==> src/rtl/cube_sequencer.sv <==
// cube_sequencer: clear/feed/drain job sequencer for a systolic array; ports iClk/iRst, iStart/iAbort/iStall, cfg blocks/cubes/base in; ready/done/clear, lane pattern, shift-out enables, RAM read address out.
module cube_sequencer #(
  parameter int ARRAY_NUM = 3,
  parameter int BLOCK_NUM = 3,
  parameter int CUBE_NUM  = 3,
  parameter int RAM_DEPTH = 2048
) (
  input  logic                           iClk,
  input  logic                           iRst,
  input  logic                           iStart,
  input  logic                           iAbort,
  input  logic                           iStall,
  input  logic [$clog2(BLOCK_NUM+1)-1:0] iCfgBlocks,
  input  logic [$clog2(CUBE_NUM+1)-1:0]  iCfgCubes,
  input  logic [$clog2(RAM_DEPTH)-1:0]   iBaseAddr,
  output logic                           oReady,
  output logic                           oDone,
  output logic                           oClearAcc,
  output logic [ARRAY_NUM-1:0]           oInputPattern,
  output logic [ARRAY_NUM-2:0]           oPassDataLeft,
  output logic                           oAddrValid,
  output logic [$clog2(RAM_DEPTH)-1:0]   oAddr
);
  localparam int BW = $clog2(BLOCK_NUM+1);
  localparam int KW = $clog2(CUBE_NUM+1);
  localparam int AW = $clog2(RAM_DEPTH);
  localparam int CW = $clog2(BLOCK_NUM*ARRAY_NUM+ARRAY_NUM);
  typedef enum logic [2:0] {IDLE, CLEAR, FEED, DRAIN, DONE} state_t;
  state_t state_q, state_d;
  logic [CW-1:0] cnt_q, cnt_d, len_q, len_d, feed_last;
  logic [KW-1:0] cube_q, cube_d, cubes_q, cubes_d, cub_c;
  logic [BW-1:0] blk_c;
  logic [AW-1:0] ptr_q, ptr_d;
  logic [ARRAY_NUM-1:0] pat_q, pat_d;
  logic [ARRAY_NUM-2:0] pass_q, pass_d;
  logic av_q, av_d, clr_q, clr_d, done_q, done_d, rdy_q, rdy_d;
  assign blk_c = (iCfgBlocks > BW'(BLOCK_NUM)) ? BW'(BLOCK_NUM) : iCfgBlocks;
  assign cub_c = (iCfgCubes > KW'(CUBE_NUM)) ? KW'(CUBE_NUM) : iCfgCubes;
  assign feed_last = len_q + CW'(ARRAY_NUM-2);
  always_comb begin
    state_d = state_q;
    cnt_d = cnt_q;
    len_d = len_q;
    cube_d = cube_q;
    cubes_d = cubes_q;
    ptr_d = ptr_q;
    case (state_q)
      IDLE: if (iStart) begin
        len_d = CW'(blk_c) * CW'(ARRAY_NUM);
        cubes_d = cub_c;
        cube_d = '0;
        cnt_d = '0;
        ptr_d = iBaseAddr;
        state_d = (blk_c == '0 || cub_c == '0) ? DONE : CLEAR;
      end
      CLEAR: begin
        state_d = FEED;
        cnt_d = '0;
      end
      FEED: if (!iStall) begin
        ptr_d = (cnt_q < len_q) ? ptr_q + AW'(1) : ptr_q;
        state_d = (cnt_q == feed_last) ? DRAIN : FEED;
        cnt_d = (cnt_q == feed_last) ? '0 : cnt_q + CW'(1);
      end
      DRAIN: if (!iStall) begin
        cnt_d = (cnt_q == CW'(ARRAY_NUM-2)) ? '0 : cnt_q + CW'(1);
        cube_d = (cnt_q == CW'(ARRAY_NUM-2)) ? cube_q + KW'(1) : cube_q;
        state_d = (cnt_q != CW'(ARRAY_NUM-2)) ? DRAIN : (cube_q + KW'(1) < cubes_q) ? CLEAR : DONE;
      end
      default: state_d = IDLE;
    endcase
    if (iAbort && state_q != IDLE) begin
      state_d = IDLE;
      cnt_d = '0;
      len_d = '0;
      cube_d = '0;
      cubes_d = '0;
      ptr_d = '0;
    end
    // Outputs are decoded from next-state values so they come straight off flops.
    for (int k = 0; k < ARRAY_NUM; k++)
      pat_d[k] = state_d == FEED && int'(cnt_d) >= k && int'(cnt_d) < k + int'(len_d);
    av_d = state_d == FEED && cnt_d < len_d;
    pass_d = {(ARRAY_NUM-1){state_d == DRAIN}};
    clr_d = state_d == CLEAR;
    done_d = state_d == DONE;
    rdy_d = state_d == IDLE;
  end
  always_ff @(posedge iClk) begin
    if (iRst) begin
      state_q <= IDLE;
      cnt_q <= '0;
      len_q <= '0;
      cube_q <= '0;
      cubes_q <= '0;
      ptr_q <= '0;
      pat_q <= '0;
      pass_q <= '0;
      av_q <= 1'b0;
      clr_q <= 1'b0;
      done_q <= 1'b0;
      rdy_q <= 1'b1;
    end else begin
      state_q <= state_d;
      cnt_q <= cnt_d;
      len_q <= len_d;
      cube_q <= cube_d;
      cubes_q <= cubes_d;
      ptr_q <= ptr_d;
      pat_q <= pat_d;
      pass_q <= pass_d;
      av_q <= av_d;
      clr_q <= clr_d;
      done_q <= done_d;
      rdy_q <= rdy_d;
    end
  end
  // Stall suppresses the lane/address strobes in the same cycle it is seen.
  assign oInputPattern = pat_q & {ARRAY_NUM{~iStall}};
  assign oPassDataLeft = pass_q & {(ARRAY_NUM-1){~iStall}};
  assign oAddrValid = av_q & ~iStall;
  assign oAddr = ptr_q;
  assign oReady = rdy_q;
  assign oDone = done_q;
  assign oClearAcc = clr_q;
endmodule

==> config.mk <==
export PLATFORM = sky130hd
export DESIGN_NAME = cube_sequencer
export DESIGN_NICKNAME = d
export VERILOG_FILES = /design/src/rtl/cube_sequencer.sv
export SDC_FILE = /design/constraint.sdc
export NUM_CORES = 1
export LEC_CHECK = 0
export CORE_ASPECT_RATIO = 1.2
export CORE_MARGIN = 2
export CORE_UTILIZATION = 28
export DETAILED_ROUTE_END_ITERATION = 8
export PLACE_DENSITY = 0.46
export SLEW_MARGIN = 20
export SYNTH_ARGS = -nofsm -noshare
export SYNTH_HDL_FRONTEND = slang
export SYNTH_SLANG_ARGS = --single-unit
export TNS_END_PERCENT = 100
==> constraint.sdc <==
create_clock -name iClk -period 3.2 [get_ports iClk]
set_clock_uncertainty 0.2 [all_clocks]
set_input_delay 0.64 -clock iClk [delete_from_list [all_inputs] [get_ports iClk]]
set_output_delay 0.64 -clock iClk [all_outputs]
set_load 0.01 [all_outputs]
==> flow_summary.yaml <==
critical_path:
  path_class: "flop to flop"
  path_max_fanout: 3
  cp-start-kind: "flop"
  rr_endpoint: "pat_q[0]"
  end_kind: "flop"
  critPathSlowestCell: "or3b_4"
  arrival_ps: 3050
  reg2regPathDepth: 14
  r2r_start: "cnt_q[1]"
  reg2reg_slack_ps: 160
  slowest_delay_ps: 400
  crit_path_cell_trace: "inv_1, ha_2, or3b_4, a2111oi_4, nand2_1, o2bb2ai_4, nor2_1, buf_4, buf_4, ha_4, a21o_1, a21oi_2, nand3_1, a41oi_2"
  worstPathRequired_ps: 3210
  path_common_cell: "buf_4"
synth:
  synthTopCellsByArea: "dfxtp_1 27%, ha_1 12%, nand2_1 5.2%, nor2_1 4.4%, a21oi_1 4.0%"
  synth.distinct_cells: 61
  ys_seq_elements: 33
  synth-compound-area-share: 0.234
  synth-simple-area-share: 0.260
  async_flop_share: 0
  synthFlopType: "dfxtp_1"
  synthAdderAreaFrac: 0.125
  synth_top_family_by_area: "simple AND/OR/NAND/NOR gates"
  synth_edf_count: 0
  ys_warn_count: 0
  synth_mux_area_frac: 0.00989
  seq_area_frac_synth: 0.275
  synth_nets: 350
  synth_area_mm2: 0.00240
  syn_avg_cell_area_um2: 7.85
  netlist_instances: 306
  synth-xor-area-share: 0.0364
  synth_largest_area_cell: "dfxtp_1"
  synth_top_area_frac: 0.275
min_path:
  hp-class: "flop to flop"
  hold_depth: 2
  holdPathEnd: "cubes_q[1]"
  worstHoldStart: "cubes_q[1]"
clocking:
  clkTransAtPathRegs_ps: 60
  cts_buffers: 5
  clk_path_buf_depth: 2
  clock_sinks: 33
  cts_tree: "built"
  cts_root_buffer: "clkbuf_8"
  cts-htree-levels: 2
  clk_latency_ps: 280
die:
  core_area_mm2: 0.00847
  ios: 40
  die_h_um: 105
  die_area_mm2: 0.00934
  initial_utilization: 0.284
  fp.dieW_um: 88.6
  rows: 37
route:
  drc_errors: 0
  drt_first_pass_iters: 4
  antenna_left: 0
  wire_per_inst_um: 14.4
  first_iter_violations: 86
  viasPerCell: 4.96
  routed_wl_um: 7140
  num_vias: 2463
place:
  place_hpwl_um: 5510
  placed_cell_area_mm2: 0.00320
  globalplace.congestion: 0.829
  port_buffers: 39
power_and_ir_drop:
  power.density_mw_per_mm2: 340
  p_leak_nw: 1.38
  vdd_drop_max_mv: 0.168
  p_total_w: 0.00116
timing:
  setup_violations: 0
  timing.fmax_mhz: 329
  finalCritPeriodShare: 0.949
  period_needed_ps: 3040
  hold_viol: 0
  worst_pin_slew_ps: 457
  slew_viol_final: 0
  relSlewSlack: 0.695
cells_and_area:
  drive_gt1_frac: 0.213
  nets: 424
  stdcell_area_mm2: 0.00341
  syn_to_final_growth_pct: 41.7
  num_antenna_cells: 0
flow_run:
  drv_cap: 0
global_routing:
  grt_pass1_vias: 2382
  antenna_found_initial: 0
  grt_overflow_total: 0
  grt_max_degree: 23
  grt_pass1_wl_um: 11600
  grtUsageTotal: 0.158
outcome:
  status: "complete, no violations"
[layer usage]
| metal | wire [um] | share of wire | vias up | track usage |
|---|---|---|---|---|
| met5 | 0 | 0 | - | 0 |
| met4 | 119 | 0.017 | 0 | 0.0433 |
| met3 | 186 | 0.026 | 10 | 0.0211 |
| met2 | 3390 | 0.47 | 44 | 0.250 |
| met1 | 3450 | 0.48 | 1171 | 0.223 |
| li1 | - | - | 1238 | - |
[timing repair]
action                                  CTS  global route
hold buffers                              0             0
endpoints found under the setup margin    3             3
buffers inserted                          1             0
gates resized for setup                   4            18
pin swaps                                 1             6
[logic make-up after synthesis]
| family | count (synthesis) |
|---|---|
| flops | 33 |
| mux | 2 |
| compound gates | 81 |
| simple gates | 122 |
| xor+xnor | 10 |
| fa+ha+maj | 24 |
| buf+inv | 34 |
[placed cells by master (no fill, tap or decap), drive strengths merged, types with 6 or more instances in the layout]
| cell type | count |
|---|---|
| and3 | 6 |
| o21ai | 19 |
| nor2b | 7 |
| nor2 | 29 |
| ha | 24 |
| dfxtp | 33 |
| a21o | 7 |
| nor3 | 8 |
| a21oi | 19 |
| nand3 | 11 |
| clkbuf | 7 |
| inv | 14 |
| clkdlybuf4s50 | 37 |
| buf | 48 |
| nand2 | 33 |
[sequential cells by signal, indices dropped and copies added, names as in the netlist]
| name | count |
|---|---|
| state_q | 3 |
| pass_q | 1 |
| oReady | 1 |
| cnt_q | 4 |
| oClearAcc | 1 |
| oDone | 1 |
| oAddr | 11 |
| cubes_q | 2 |
| pat_q | 3 |
| cube_q | 2 |
| len_q | 4 |
[worst max-delay path, delay by kind of cell (launching register included)]
kind	cells	cell delay [ps]
compound gates	5	1030
fa+ha+maj	2	390
flops	1	310
buf+inv	3	340
simple gates	4	700
[report_power, final]
| group | leakage (nW) | switching [W] | internal [W] |
|---|---|---|---|
| logic | 1.06 | 0.000189 | 0.000188 |
| clock network | 0.0443 | 0.000143 | 0.000171 |
| registers | 0.269 | 0.0000270 | 0.000441 |
| total | 1.38 | 0.000358 | 0.000799 |
[cell usage after synthesis (6+ instances only)]
| master | number |
|---|---|
| nor2b_1 | 7 |
| a21oi_1 | 19 |
| a21o_1 | 7 |
| ha_1 | 24 |
| inv_1 | 14 |
| and3_1 | 6 |
| o21ai_0 | 17 |
| nand3_1 | 11 |
| nor3_1 | 8 |
| clkbuf_1 | 10 |
| dfxtp_1 | 33 |
| nand2_1 | 33 |
| buf_2 | 7 |
| nor2_1 | 28 |
[cell type report]
| type | count | area [um2] |
|---|---|---|
| sequential | 33 | 661 |
| fill | 888 | 5060 |
| tap | 117 | 146 |
| multi-input combinational | 239 | 1710 |
| timing repair buffer | 87 | 752 |
| inverter | 14 | 52.6 |
| clock buffer | 7 | 86.3 |
[worst max-delay path by stage]
stage	from	endpoint	slack (ps)	cells past startpoint
floorplan	iStart	pat_q[1]	140	13
global placement	iStart	pat_q[1]	-450	13
detailed placement	iStart	pat_q[1]	-470	13
CTS	iStall	pat_q[0]	20	12
global route	cnt_q[1]	pat_q[2]	-20	14
finish	cnt_q[1]	pat_q[0]	160	14
[stage by stage]
step / hold slack (ps) / std cells / utilization / setup slack, ps / setup TNS, ps
global route: 282 / 497 / 0.402 / -16.4 / -19.2
CTS: 257 / 497 / 0.390 / 19.4 / 0
finish: 252 / 497 / 0.402 / 162 / 0
detailed placement: 247 / 489 / 0.378 / -474 / -1150
global placement: 253 / 489 / 0.378 / -446 / -1100
floorplan: 234 / 306 / - / 144 / 0
Note: power is estimated with default switching activity, not from simulation.
